===== config.mk =====
export PLATFORM = sky130hd
export DESIGN_NAME = instr_encoder_loader_flat
export DESIGN_NICKNAME = d
export VERILOG_FILES = /design/src/rtl/instr_encoder_loader_if.sv /design/src/rtl/instr_encoder_loader.sv /design/src/flat_wrapper.sv
export SDC_FILE = /design/constraint.sdc
export NUM_CORES = 1
export LEC_CHECK = 0
export BUFFER_PORTS_ARGS = -buffer_cell sky130_fd_sc_hd__buf_2
export CAP_MARGIN = 15
export CELL_PAD_IN_SITES_DETAIL_PLACEMENT = 1
export CELL_PAD_IN_SITES_GLOBAL_PLACEMENT = 1
export CORE_MARGIN = 1.5
export CORE_UTILIZATION = 40
export CTS_CLUSTER_SIZE = 12
export DETAILED_ROUTE_END_ITERATION = 10
export PLACE_DENSITY = 0.87
export SLEW_MARGIN = 20
export SYNTH_ARGS = -nofsm -noshare
export SYNTH_HDL_FRONTEND = slang
export SYNTH_SLANG_ARGS = --single-unit

===== constraint.sdc =====
create_clock -name clk -period 5.6 [get_ports clk]
set_clock_uncertainty 0.2 [all_clocks]
set_input_delay 0 -clock clk [delete_from_list [all_inputs] [get_ports clk]]
set_output_delay 0 -clock clk [all_outputs]
set_load 0.02 [all_outputs]

===== src/rtl/instr_encoder_loader_if.sv =====
// -----------------------------------------------------------------------------
// instr_encoder_loader_if
// Request handshake and instruction-memory write bus of instr_encoder_loader.
//   master : sequencer side, drives req_* and observes req_ready / imem_*
//   slave  : loader side, accepts req_* and drives req_ready / imem_*
// Signals:
//   req_valid/req_ready  request handshake
//   req_class            0 load,1 store,2 R,3 branch,4 I-ALU,5 jal,6 jalr,7 auipc
//   req_rd/rs1/rs2       register fields
//   req_funct3           funct3 field
//   req_funct7b5         instruction bit 30
//   req_imm              signed byte immediate (auipc: full upper value)
//   req_last             final instruction of the program
//   imem_we/addr/wdata   instruction-memory write port
// -----------------------------------------------------------------------------
interface instr_encoder_loader_if #(
    parameter int ADDR_W = 8
);
    logic              req_valid;
    logic              req_ready;
    logic [2:0]        req_class;
    logic [4:0]        req_rd;
    logic [4:0]        req_rs1;
    logic [4:0]        req_rs2;
    logic [2:0]        req_funct3;
    logic              req_funct7b5;
    logic [31:0]       req_imm;
    logic              req_last;
    logic              imem_we;
    logic [ADDR_W-1:0] imem_addr;
    logic [31:0]       imem_wdata;

    modport master (
        output req_valid, req_class, req_rd, req_rs1, req_rs2,
               req_funct3, req_funct7b5, req_imm, req_last,
        input  req_ready, imem_we, imem_addr, imem_wdata
    );

    modport slave (
        input  req_valid, req_class, req_rd, req_rs1, req_rs2,
               req_funct3, req_funct7b5, req_imm, req_last,
        output req_ready, imem_we, imem_addr, imem_wdata
    );
endinterface


===== src/rtl/instr_encoder_loader.sv =====
// -----------------------------------------------------------------------------
// instr_encoder_loader
// Builds RV32I instruction words from field-level requests and writes them
// sequentially into instruction memory, with immediate range/alignment checks,
// address sequencing, end-of-program (done) and capacity (full) signalling.
// Ports:
//   clk        rising-edge clock
//   rst_n      asynchronous active-low reset
//   start      one-cycle pulse: clears address, count, done and full
//   bus        request handshake + imem write port (slave modport)
//   err        one-cycle pulse, request rejected
//   err_code   1 immediate out of range, 2 misaligned; held until next err
//   done       high after the req_last instruction has been written
//   full       high once 2**ADDR_W words have been written
//   word_count words written since start
// -----------------------------------------------------------------------------
module instr_encoder_loader #(
    parameter int ADDR_W = 8
) (
    input  logic                   clk,
    input  logic                   rst_n,
    input  logic                   start,
    instr_encoder_loader_if.slave  bus,
    output logic                   err,
    output logic [1:0]             err_code,
    output logic                   done,
    output logic                   full,
    output logic [ADDR_W:0]        word_count
);

    typedef enum logic [1:0] {
        ST_IDLE  = 2'd0,
        ST_WRITE = 2'd1,
        ST_DONE  = 2'd2
    } state_t;

    localparam logic [2:0] CLS_LOAD   = 3'd0;
    localparam logic [2:0] CLS_STORE  = 3'd1;
    localparam logic [2:0] CLS_R      = 3'd2;
    localparam logic [2:0] CLS_BRANCH = 3'd3;
    localparam logic [2:0] CLS_IALU   = 3'd4;
    localparam logic [2:0] CLS_JAL    = 3'd5;
    localparam logic [2:0] CLS_JALR   = 3'd6;
    localparam logic [2:0] CLS_AUIPC  = 3'd7;

    localparam logic [6:0] OP_LOAD   = 7'b0000011;
    localparam logic [6:0] OP_STORE  = 7'b0100011;
    localparam logic [6:0] OP_R      = 7'b0110011;
    localparam logic [6:0] OP_BRANCH = 7'b1100011;
    localparam logic [6:0] OP_IALU   = 7'b0010011;
    localparam logic [6:0] OP_JAL    = 7'b1101111;
    localparam logic [6:0] OP_JALR   = 7'b1100111;
    localparam logic [6:0] OP_AUIPC  = 7'b0010111;

    localparam logic [1:0] ERR_NONE     = 2'd0;
    localparam logic [1:0] ERR_RANGE    = 2'd1;
    localparam logic [1:0] ERR_MISALIGN = 2'd2;

    // Capacity as a word_count value (2**ADDR_W).
    localparam logic [ADDR_W:0] DEPTH_W = {1'b1, {ADDR_W{1'b0}}};

    // Signed inclusive range test used by every immediate check.
    function automatic logic in_range(input logic signed [31:0] v,
                                      input logic signed [31:0] lo,
                                      input logic signed [31:0] hi);
        return (v >= lo) && (v <= hi);
    endfunction

    state_t              state_r;
    state_t              state_nxt_s;
    logic                imem_we_r;
    logic [ADDR_W-1:0]   imem_addr_r;
    logic [31:0]         imem_wdata_r;
    logic                err_r;
    logic [1:0]          err_code_r;
    logic                done_r;
    logic                full_r;
    logic [ADDR_W:0]     word_count_r;
    logic                last_r;

    logic                req_ready_s;
    logic                accept_s;
    logic [31:0]         enc_word_s;
    logic [1:0]          enc_code_s;
    logic signed [31:0]  imm_s;
    logic [ADDR_W:0]     count_inc_s;

    assign imm_s       = $signed(bus.req_imm);
    assign req_ready_s = (state_r == ST_IDLE) && !full_r;
    // start blocks a same-cycle request from being taken.
    assign accept_s    = bus.req_valid && req_ready_s && !start;
    assign count_inc_s = word_count_r + (ADDR_W+1)'(1'b1);

    assign bus.req_ready  = req_ready_s;
    assign bus.imem_we    = imem_we_r;
    assign bus.imem_addr  = imem_addr_r;
    assign bus.imem_wdata = imem_wdata_r;
    assign err            = err_r;
    assign err_code       = err_code_r;
    assign done           = done_r;
    assign full           = full_r;
    assign word_count     = word_count_r;

    // Instruction encoder and immediate checker; range failure outranks misalignment.
    always_comb begin
        enc_word_s = 32'h0000_0000;
        enc_code_s = ERR_NONE;
        case (bus.req_class)
            CLS_LOAD: begin
                enc_word_s = {bus.req_imm[11:0], bus.req_rs1, bus.req_funct3,
                              bus.req_rd, OP_LOAD};
                if (!in_range(imm_s, -32'sd2048, 32'sd2047)) enc_code_s = ERR_RANGE;
                else                                         enc_code_s = ERR_NONE;
            end
            CLS_STORE: begin
                enc_word_s = {bus.req_imm[11:5], bus.req_rs2, bus.req_rs1,
                              bus.req_funct3, bus.req_imm[4:0], OP_STORE};
                if (!in_range(imm_s, -32'sd2048, 32'sd2047)) enc_code_s = ERR_RANGE;
                else                                         enc_code_s = ERR_NONE;
            end
            CLS_R: begin
                enc_word_s = {1'b0, bus.req_funct7b5, 5'b00000, bus.req_rs2,
                              bus.req_rs1, bus.req_funct3, bus.req_rd, OP_R};
            end
            CLS_BRANCH: begin
                enc_word_s = {bus.req_imm[12], bus.req_imm[10:5], bus.req_rs2,
                              bus.req_rs1, bus.req_funct3, bus.req_imm[4:1],
                              bus.req_imm[11], OP_BRANCH};
                if (!in_range(imm_s, -32'sd4096, 32'sd4094)) enc_code_s = ERR_RANGE;
                else if (bus.req_imm[0])                     enc_code_s = ERR_MISALIGN;
                else                                         enc_code_s = ERR_NONE;
            end
            CLS_IALU: begin
                // funct3 001/101 are shifts: 5-bit shamt, bit 30 selects arithmetic.
                if ((bus.req_funct3 == 3'b001) || (bus.req_funct3 == 3'b101)) begin
                    enc_word_s = {1'b0, bus.req_funct7b5, 5'b00000, bus.req_imm[4:0],
                                  bus.req_rs1, bus.req_funct3, bus.req_rd, OP_IALU};
                    if (bus.req_imm[31:5] != 27'd0) enc_code_s = ERR_RANGE;
                    else                            enc_code_s = ERR_NONE;
                end else begin
                    enc_word_s = {bus.req_imm[11:0], bus.req_rs1, bus.req_funct3,
                                  bus.req_rd, OP_IALU};
                    if (!in_range(imm_s, -32'sd2048, 32'sd2047)) enc_code_s = ERR_RANGE;
                    else                                         enc_code_s = ERR_NONE;
                end
            end
            CLS_JAL: begin
                enc_word_s = {bus.req_imm[20], bus.req_imm[10:1], bus.req_imm[11],
                              bus.req_imm[19:12], bus.req_rd, OP_JAL};
                if (!in_range(imm_s, -32'sd1048576, 32'sd1048574)) enc_code_s = ERR_RANGE;
                else if (bus.req_imm[0])                           enc_code_s = ERR_MISALIGN;
                else                                               enc_code_s = ERR_NONE;
            end
            CLS_JALR: begin
                enc_word_s = {bus.req_imm[11:0], bus.req_rs1, 3'b000,
                              bus.req_rd, OP_JALR};
                if (!in_range(imm_s, -32'sd2048, 32'sd2047)) enc_code_s = ERR_RANGE;
                else                                         enc_code_s = ERR_NONE;
            end
            CLS_AUIPC: begin
                enc_word_s = {bus.req_imm[31:12], bus.req_rd, OP_AUIPC};
                if (bus.req_imm[11:0] != 12'h000) enc_code_s = ERR_MISALIGN;
                else                              enc_code_s = ERR_NONE;
            end
            default: begin
                enc_word_s = 32'h0000_0000;
                enc_code_s = ERR_NONE;
            end
        endcase
    end

    // FSM state register.
    always_ff @(posedge clk or negedge rst_n) begin
        if (!rst_n) state_r <= ST_IDLE;
        else        state_r <= state_nxt_s;
    end

    // FSM next-state logic; start returns to IDLE from any state.
    always_comb begin
        state_nxt_s = state_r;
        if (start) begin
            state_nxt_s = ST_IDLE;
        end else begin
            case (state_r)
                ST_IDLE: begin
                    if (accept_s && (enc_code_s == ERR_NONE)) state_nxt_s = ST_WRITE;
                    else                                      state_nxt_s = ST_IDLE;
                end
                ST_WRITE: begin
                    if (last_r) state_nxt_s = ST_DONE;
                    else        state_nxt_s = ST_IDLE;
                end
                ST_DONE:  state_nxt_s = ST_DONE;
                default:  state_nxt_s = ST_IDLE;
            endcase
        end
    end

    // Datapath: capture encoded word, write strobe, error report, address/count/status.
    always_ff @(posedge clk or negedge rst_n) begin
        if (!rst_n) begin
            imem_we_r    <= 1'b0;
            imem_addr_r  <= '0;
            imem_wdata_r <= 32'h0000_0000;
            err_r        <= 1'b0;
            err_code_r   <= ERR_NONE;
            done_r       <= 1'b0;
            full_r       <= 1'b0;
            word_count_r <= '0;
            last_r       <= 1'b0;
        end else if (start) begin
            // A write in flight still saw imem_we this cycle; its increment is dropped.
            imem_we_r    <= 1'b0;
            imem_addr_r  <= '0;
            err_r        <= 1'b0;
            done_r       <= 1'b0;
            full_r       <= 1'b0;
            word_count_r <= '0;
        end else begin
            imem_we_r <= 1'b0;
            err_r     <= 1'b0;
            if (accept_s) begin
                if (enc_code_s != ERR_NONE) begin
                    err_r      <= 1'b1;
                    err_code_r <= enc_code_s;
                end else begin
                    imem_wdata_r <= enc_word_s;
                    imem_we_r    <= 1'b1;
                    last_r       <= bus.req_last;
                end
            end
            if (state_r == ST_WRITE) begin
                imem_addr_r  <= imem_addr_r + ADDR_W'(1'b1);
                word_count_r <= count_inc_s;
                if (count_inc_s == DEPTH_W) full_r <= 1'b1;
                if (last_r)                 done_r <= 1'b1;
            end
        end
    end

endmodule

===== src/flat_wrapper.sv =====
// flat-port wrapper written by rule: the top's interface ports become plain ports
module instr_encoder_loader_flat 
#(
    parameter int ADDR_W = 8
)
  (clk, rst_n, start, err, err_code, done, full, word_count, bus_req_valid, bus_req_class, bus_req_rd, bus_req_rs1, bus_req_rs2, bus_req_funct3, bus_req_funct7b5, bus_req_imm, bus_req_last, bus_req_ready, bus_imem_we, bus_imem_addr, bus_imem_wdata);
  instr_encoder_loader_if #(.ADDR_W(ADDR_W)) bus_i ();
  input  logic clk;
  input  logic rst_n;
  input  logic start;
  output logic err;
  output logic [1:0] err_code;
  output logic done;
  output logic full;
  output logic [ADDR_W:0] word_count;
  input wire logic [$bits(bus_i.req_valid)-1:0] bus_req_valid;
  input wire logic [$bits(bus_i.req_class)-1:0] bus_req_class;
  input wire logic [$bits(bus_i.req_rd)-1:0] bus_req_rd;
  input wire logic [$bits(bus_i.req_rs1)-1:0] bus_req_rs1;
  input wire logic [$bits(bus_i.req_rs2)-1:0] bus_req_rs2;
  input wire logic [$bits(bus_i.req_funct3)-1:0] bus_req_funct3;
  input wire logic [$bits(bus_i.req_funct7b5)-1:0] bus_req_funct7b5;
  input wire logic [$bits(bus_i.req_imm)-1:0] bus_req_imm;
  input wire logic [$bits(bus_i.req_last)-1:0] bus_req_last;
  output wire logic [$bits(bus_i.req_ready)-1:0] bus_req_ready;
  output wire logic [$bits(bus_i.imem_we)-1:0] bus_imem_we;
  output wire logic [$bits(bus_i.imem_addr)-1:0] bus_imem_addr;
  output wire logic [$bits(bus_i.imem_wdata)-1:0] bus_imem_wdata;
  assign bus_i.req_valid = bus_req_valid;
  assign bus_i.req_class = bus_req_class;
  assign bus_i.req_rd = bus_req_rd;
  assign bus_i.req_rs1 = bus_req_rs1;
  assign bus_i.req_rs2 = bus_req_rs2;
  assign bus_i.req_funct3 = bus_req_funct3;
  assign bus_i.req_funct7b5 = bus_req_funct7b5;
  assign bus_i.req_imm = bus_req_imm;
  assign bus_i.req_last = bus_req_last;
  assign bus_req_ready = bus_i.req_ready;
  assign bus_imem_we = bus_i.imem_we;
  assign bus_imem_addr = bus_i.imem_addr;
  assign bus_imem_wdata = bus_i.imem_wdata;
  instr_encoder_loader #(.ADDR_W(ADDR_W)) u_core (.clk(clk), .rst_n(rst_n), .start(start), .bus(bus_i), .err(err), .err_code(err_code), .done(done), .full(full), .word_count(word_count));
endmodule

==> results.json, run 1 <==
{
  "rows": 32,
  "ys_seq_area_frac": 0.4419,
  "r2r_slack_ns": 3.01,
  "drv_slew": 0,
  "grt_max_degree": 58,
  "core_region_area_sq_um": 7767,
  "grt_overflow": 0,
  "clk_pin_slew_ns": 0.08,
  "p_leak_nw": 2.239,
  "min_path_type": "in -> reg",
  "die_w_um": 92.84,
  "tns_ns": 0,
  "ys_ff_latch": 57,
  "htree_levels": 3,
  "start_util": 0.4156,
  "reg2reg_to": "u_core.bus.imem_wdata[3]",
  "power_switching_mw": 0.4739,
  "postRouteAntennaNets": 0,
  "period_share": 0.5331,
  "grt_pass1_wl_um": 18850,
  "vias_per_cell": 5.531,
  "drc": 0,
  "internal_power_mw": 0.9049,
  "synth_edf_count": 0,
  "tightest_slew_ns": 0.7123,
  "fin_nets": 541,
  "clock.fmax_ghz": 0.3350,
  "grt_antenna_before_repair": 0,
  "drive_gt1_frac": 0.3533,
  "synth_nets": 372,
  "ir_drop_mv": 0.1600,
  "critPathLaunch": "bus_req_class[0]",
  "cts-root-buf": "clkbuf_8",
  "portBuffers": 114,
  "insertedDiodeCount": 0,
  "fp.dieH_um": 92.84,
  "hold_viol": 0,
  "holdPathEnd": "u_core.bus.imem_wdata[31]",
  "synth_area_sq_um": 3228,
  "numCtsBuffers": 9,
  "post_cts_buffers": 0,
  "synthCells": 311,
  "min-delay-start": "bus_req_imm[11]",
  "grt_pass1_vias": 3627,
  "layout_setup_ws_ns": 2.615,
  "yosysWarnings": 0,
  "rsz0062_at_grt": "no",
  "dr.pass1.iters": 4,
  "timing.rr.start": "u_core.state_r[0]",
  "min_period_ns": 2.985,
  "p_clk_frac": 0.261,
  "p_comb_frac": 0.338,
  "dieArea_sq_um": 8618,
  "drt_iter0_drc": 124,
  "worst_ep_required_time_ns": 5.64,
  "hold_depth": 4,
  "via_count": 3241,
  "pwr_density_cell_nw_per_um2": 299.7,
  "wire_per_inst_um": 20.24,
  "rr_worst_depth": 5,
  "clk_path_buf_depth": 2,
  "max_cap_violations": 0,
  "layout_commonest_cell": "buf_2",
  "start_kind": "primary input",
  "synth.distinct_cells": 50,
  "finalSetupViolCount": 0,
  "critPathKind": "in -> reg",
  "clk_latency_ns": 0.33,
  "synth-async-reset-ratio": 1.000,
  "cp_data_arrival_time_ns": 3.02,
  "status": "complete, no violations",
  "tritoncts": "yes",
  "end_kind": "register",
  "crit_fanout": 20,
  "n_fill_cell": 902,
  "final_cell_mix": "buf_2, dfrtp_1, dlygate4sd3_1, nor2_1, nand2_1",
  "synth_area_per_cell_sq_um": 10.38,
  "pre_cts_slack_ns": 2.694,
  "grtUsageTotal": 0.2897,
  "ios": 115,
  "place.gp.congestion": 0.8489,
  "sw_frac_of_total": 0.3437,
  "area_growth_pct": 42.52,
  "yosys_most_used_dff": "dfrtp_1",
  "hpwl_um": 7033,
  "seqPwrFrac": 0.401,
  "cts.sinks": 57,
  "wl_um": 11860,
  "slew_headroom": 0.5251
}
-- worst max-delay path: stages --
cell,delay (ns)
dlygate4sd3_1,0.55
buf_2,0.34
nor2_1,0.16
or2_0,0.33
o22ai_1,0.17
dlygate4sd3_1,0.59
nor2_1,0.05
dlygate4sd3_1,0.57
mux2_4,0.26
-- per-layer routing --
layer | GRT usage | vias to the layer above | part of all wire
met5 | 0 | - | 0
li1 | - | 1458 | -
met3 | 0.07471 | 33 | 0.057
met1 | 0.3177 | 1607 | 0.39
met4 | 0.1174 | 0 | 0.031
met2 | 0.5268 | 143 | 0.52
-- worst max-delay path by stage --
stage / end / slack (ns)
2_1_floorplan: u_core.bus.imem_wdata[10] / 3.03
3_3_place_gp: u_core.bus.imem_wdata[3] / 2.79
3_5_place_dp: u_core.bus.imem_wdata[3] / 2.69
4_1_cts: u_core.bus.imem_wdata[3] / 2.68
5_1_grt: u_core.bus.imem_wdata[22] / 2.52
6_report: u_core.bus.imem_wdata[24] / 2.61
-- state kept, by name, indices dropped and copies added, names as in the netlist --
register,cells
u_core.word_count,9
u_core.full,1
u_core.err_code,2
u_core.bus.imem_wdata,31
u_core.state_r,2
u_core.bus.imem_we,1
u_core.done,1
u_core.err,1
u_core.last_r,1
u_core.bus.imem_addr,8
-- layout make-up --
cell class	instances	area [sq um]	share of cell area
Sequential cell	57	1426	0.3100
Timing Repair Buffer	173	1154	0.2507
Clock buffer	13	168.9	0.03671
Clock inverter	2	12.51	0.002720
Multi-Input combinational cell	232	1685	0.3663
Inverter	7	26.28	0.005711
Tap cell	102	127.6	0.02774
-- through the flow --
stage	std cells	instance area, sq um	hold WS, ns	util	total power, mW
final	586	4601	0.04209	0.5923	1.379
after global routing	586	4601	0.04871	0.5923	1.441
after CTS	586	4601	0.0004318	0.5923	1.363
after detailed placement	515	3859	-0.008498	0.4968	0.9607
after global placement	515	3859	-0.01413	0.4968	0.9502
after floorplan	311	3228	-0.4956	-	0.8057
-- kinds of logic (layout without fill, tap and decap cells) --
group,count (synthesis),in the layout,share of synthesized area
AND/OR/NAND/NOR,130,130,0.2089
flip-flops,57,57,0.4419
AO/OA/AOI/OAI,43,43,0.09380
multiplexers,42,42,0.1709
buffers and inverters,22,195,0.03605
XOR/XNOR,15,15,0.04070
adder cells (fa/ha/maj),2,2,0.007751
-- synthesized netlist by cell type, drive strengths merged, types with 3 or more instances --
library cell  count  area share
nand2b            6       0.012
buf               5       0.016
mux2             33        0.14
nand2            27       0.031
a21oi             7       0.011
a22o              6       0.016
xnor2             4       0.011
nand4            15       0.029
nand3             6      0.0093
xor2             11       0.030
nor2             37       0.043
inv               7      0.0081
dfrtp            57        0.44
o22ai             5      0.0097
mux2i             9       0.028
or2               3      0.0058
o21ai            10       0.016
and3              6       0.012
clkbuf           10       0.012
nor3              8       0.014
nor2b             5      0.0097
nor4              6       0.016
-- repair_timing --
action | in CTS | in global routing
hold buffers | 56 | 0
hold endpoints to repair | 106 | 0
resized for setup | 0 | 0
-- power groups by stage --
| stage | logic [mW] | registers, mW | clock network [mW] |
|---|---|---|---|
| 2_1_floorplan | 0.163 | 0.643 | 0 |
| 3_3_place_gp | 0.401 | 0.550 | 0 |
| 3_5_place_dp | 0.412 | 0.548 | 0 |
| 4_1_cts | 0.451 | 0.546 | 0.366 |
| 5_1_grt | 0.493 | 0.559 | 0.390 |
| 6_report | 0.466 | 0.553 | 0.360 |
No activity file was read; power rests on OpenSTA's default activity.
==> run 2: changes to the inputs <==
--- a/config.mk
+++ b/config.mk
@@ -10,10 +10,10 @@
 export CELL_PAD_IN_SITES_DETAIL_PLACEMENT = 1
 export CELL_PAD_IN_SITES_GLOBAL_PLACEMENT = 1
 export CORE_MARGIN = 1.5
-export CORE_UTILIZATION = 40
+export CORE_UTILIZATION = 38
 export CTS_CLUSTER_SIZE = 12
 export DETAILED_ROUTE_END_ITERATION = 10
-export PLACE_DENSITY = 0.87
+export PLACE_DENSITY = 0.83
 export SLEW_MARGIN = 20
 export SYNTH_ARGS = -nofsm -noshare
 export SYNTH_HDL_FRONTEND = slang
==> constraint.sdc (replaced) <==
create_clock -name clk -period 3.05 [get_ports clk]
set_clock_uncertainty 0.2 [all_clocks]
set_input_delay 0 -clock clk [delete_from_list [all_inputs] [get_ports clk]]
set_output_delay 0 -clock clk [all_outputs]
set_load 0.02 [all_outputs]
==> run 2 against run 1 <==
Final cell count up 0.85%. Core utilization down 2.7 points. Critical path type unchanged. Highest routed layer unchanged. Cell area grew 0.92%. The run now ends with hold timing left.
==> results.json, run 2 (synthesized netlist as in run 1, its figures left out) <==
{
  "fp.dieH_um": 95.17,
  "max_cap_violations": 0,
  "drive_gt1_frac": 0.3567,
  "post-route-cell-area_sq_um": 4643,
  "numCtsBuffers": 9,
  "hpwl_um": 7187,
  "largest_register_ffs": 31,
  "grt_overflow": 0,
  "post_cts_buffers": 0,
  "final_cell_mix": "buf_2, dfrtp_1, dlygate4sd3_1, nor2_1, nand2_1",
  "area_growth_pct": 43.84,
  "grt_pass1_vias": 3590,
  "end_kind": "register",
  "place.gp.congestion": 0.8640,
  "clk_latency_ns": 0.34,
  "start_kind": "primary input",
  "start_util": 0.3929,
  "dieArea_sq_um": 9057,
  "tritoncts": "yes",
  "drt_iter0_drc": 189,
  "clk_pin_slew_ns": 0.08,
  "crit_fanout": 21,
  "fin_nets": 541,
  "clock.fmax_ghz": 0.3556,
  "r2r_slack_ns": 0.72,
  "clk_path_buf_depth": 2,
  "min_path_type": "in -> async",
  "postPlaceCellArea_sq_um": 3870,
  "tightest_slew_ns": 0.6647,
  "grt_antenna_before_repair": 1,
  "rows": 33,
  "ir_drop_mv": 0.2689,
  "holdWs_ns": -0.0003120,
  "timing.rr.start": "u_core.state_r[0]",
  "hold_viol": 1,
  "final-instance-count-excl-fill": 591,
  "tns_ns": 0,
  "wl_um": 12050,
  "critPathLaunch": "bus_req_class[2]",
  "cts-root-buf": "clkbuf_8",
  "grt_pass1_wl_um": 19030,
  "ios": 115,
  "reg2reg_to": "u_core.bus.imem_wdata[3]",
  "slew_headroom": 0.5506,
  "grt_max_degree": 34,
  "violations": "hold timing",
  "status": "finished, violations left",
  "portBuffers": 114,
  "pre_cts_slack_ns": 0.3757,
  "min_period_ns": 2.812,
  "core_region_area_sq_um": 8217,
  "postRouteAntennaNets": 0,
  "cts.sinks": 57,
  "layout_commonest_cell": "buf_2",
  "drc": 0,
  "cp_data_arrival_time_ns": 2.86,
  "rr_worst_depth": 5,
  "htree_levels": 3,
  "period_share": 0.9220,
  "finalSetupViolCount": 0,
  "cts_resized": 0,
  "grtUsageTotal": 0.2799,
  "via_count": 3301,
  "dp_cells": 519,
  "vias_per_cell": 5.585,
  "critPathKind": "in -> reg",
  "layout_setup_ws_ns": 0.2378,
  "rsz0062_at_grt": "no",
  "die_w_um": 95.17,
  "drv_slew": 0,
  "wire_per_inst_um": 20.38,
  "worst_ep_required_time_ns": 3.09,
  "pwr_density_cell_nw_per_um2": 576.9,
  "p_leak_nw": 2.262,
  "dr.pass1.iters": 7
}
==> run 2: cell types whose count changed in the layout (fill, tap and decap cells not counted), sizes merged <==
cell         delta
buf             +1
bufinv          +2
clkbuf          -2
clkinv          +2
clkinvlp        -1
diode           +1
dlygate4sd3     -1
==> run 2: layer usage <==
layer | global-route usage | up-vias | routed length, um
li1 | - | 1454 | -
met1 | 0.3192 | 1620 | 4658
met2 | 0.4970 | 182 | 6142
met3 | 0.06699 | 45 | 804
met4 | 0.1157 | 0 | 442
met5 | 0 | - | 0
==> run 2: final cells by class <==
class | instances | area [sq um]
fillers | 959 | 3573
multi-input cells | 232 | 1685
clock buffers | 11 | 141.4
repair buffers | 173 | 1151
clock inverters | 5 | 78.83
inverters | 7 | 26.28
well taps | 105 | 131.4
flip-flops and latches | 57 | 1426
diodes | 1 | 2.502
==> run 2: critical path, stage by stage <==
cell and delay, ns:
dlygate4sd3_1 0.55, buf_2 0.26, or2_0 0.38, o22ai_1 0.19, dlygate4sd3_1 0.59, nor2_1 0.05
dlygate4sd3_1 0.56, mux2_4 0.26
==> run 2: how the worst max path moves through the flow <==
stage / cells past startpoint / to / slack, ns
detailed placement: 8 / u_core.bus.imem_wdata[3] / 0.38
floorplan: 5 / u_core.bus.imem_wdata[10] / 0.48
global placement: 8 / u_core.bus.imem_wdata[3] / 0.48
CTS: 9 / u_core.bus.imem_wdata[3] / 0.35
finish: 8 / u_core.bus.imem_wdata[22] / 0.24
global route: 9 / u_core.bus.imem_wdata[3] / 0.13
==> run 2: metrics by stage <==
step	util	power [mW]
floorplan	-	1.479
global placement	0.4710	1.750
finish	0.5651	2.679
detailed placement	0.4710	1.774
global route	0.5648	2.782
CTS	0.5648	2.649
==> run 2: where the power goes <==
group          leakage [nW]  total, mW  switching [mW]  internal, mW
logic                  1.42      0.857           0.459         0.398
registers             0.724       1.01           0.102         0.907
clock network         0.113      0.813           0.331         0.481
total                  2.26       2.68           0.892          1.79
==> run 2: what timing repair did <==
| item | in CTS | in global routing |
|---|---|---|
| setup endpoints to repair | 0 | 0 |
| endpoints found under the hold margin | 71 | 0 |
| hold buffers | 55 | 0 |
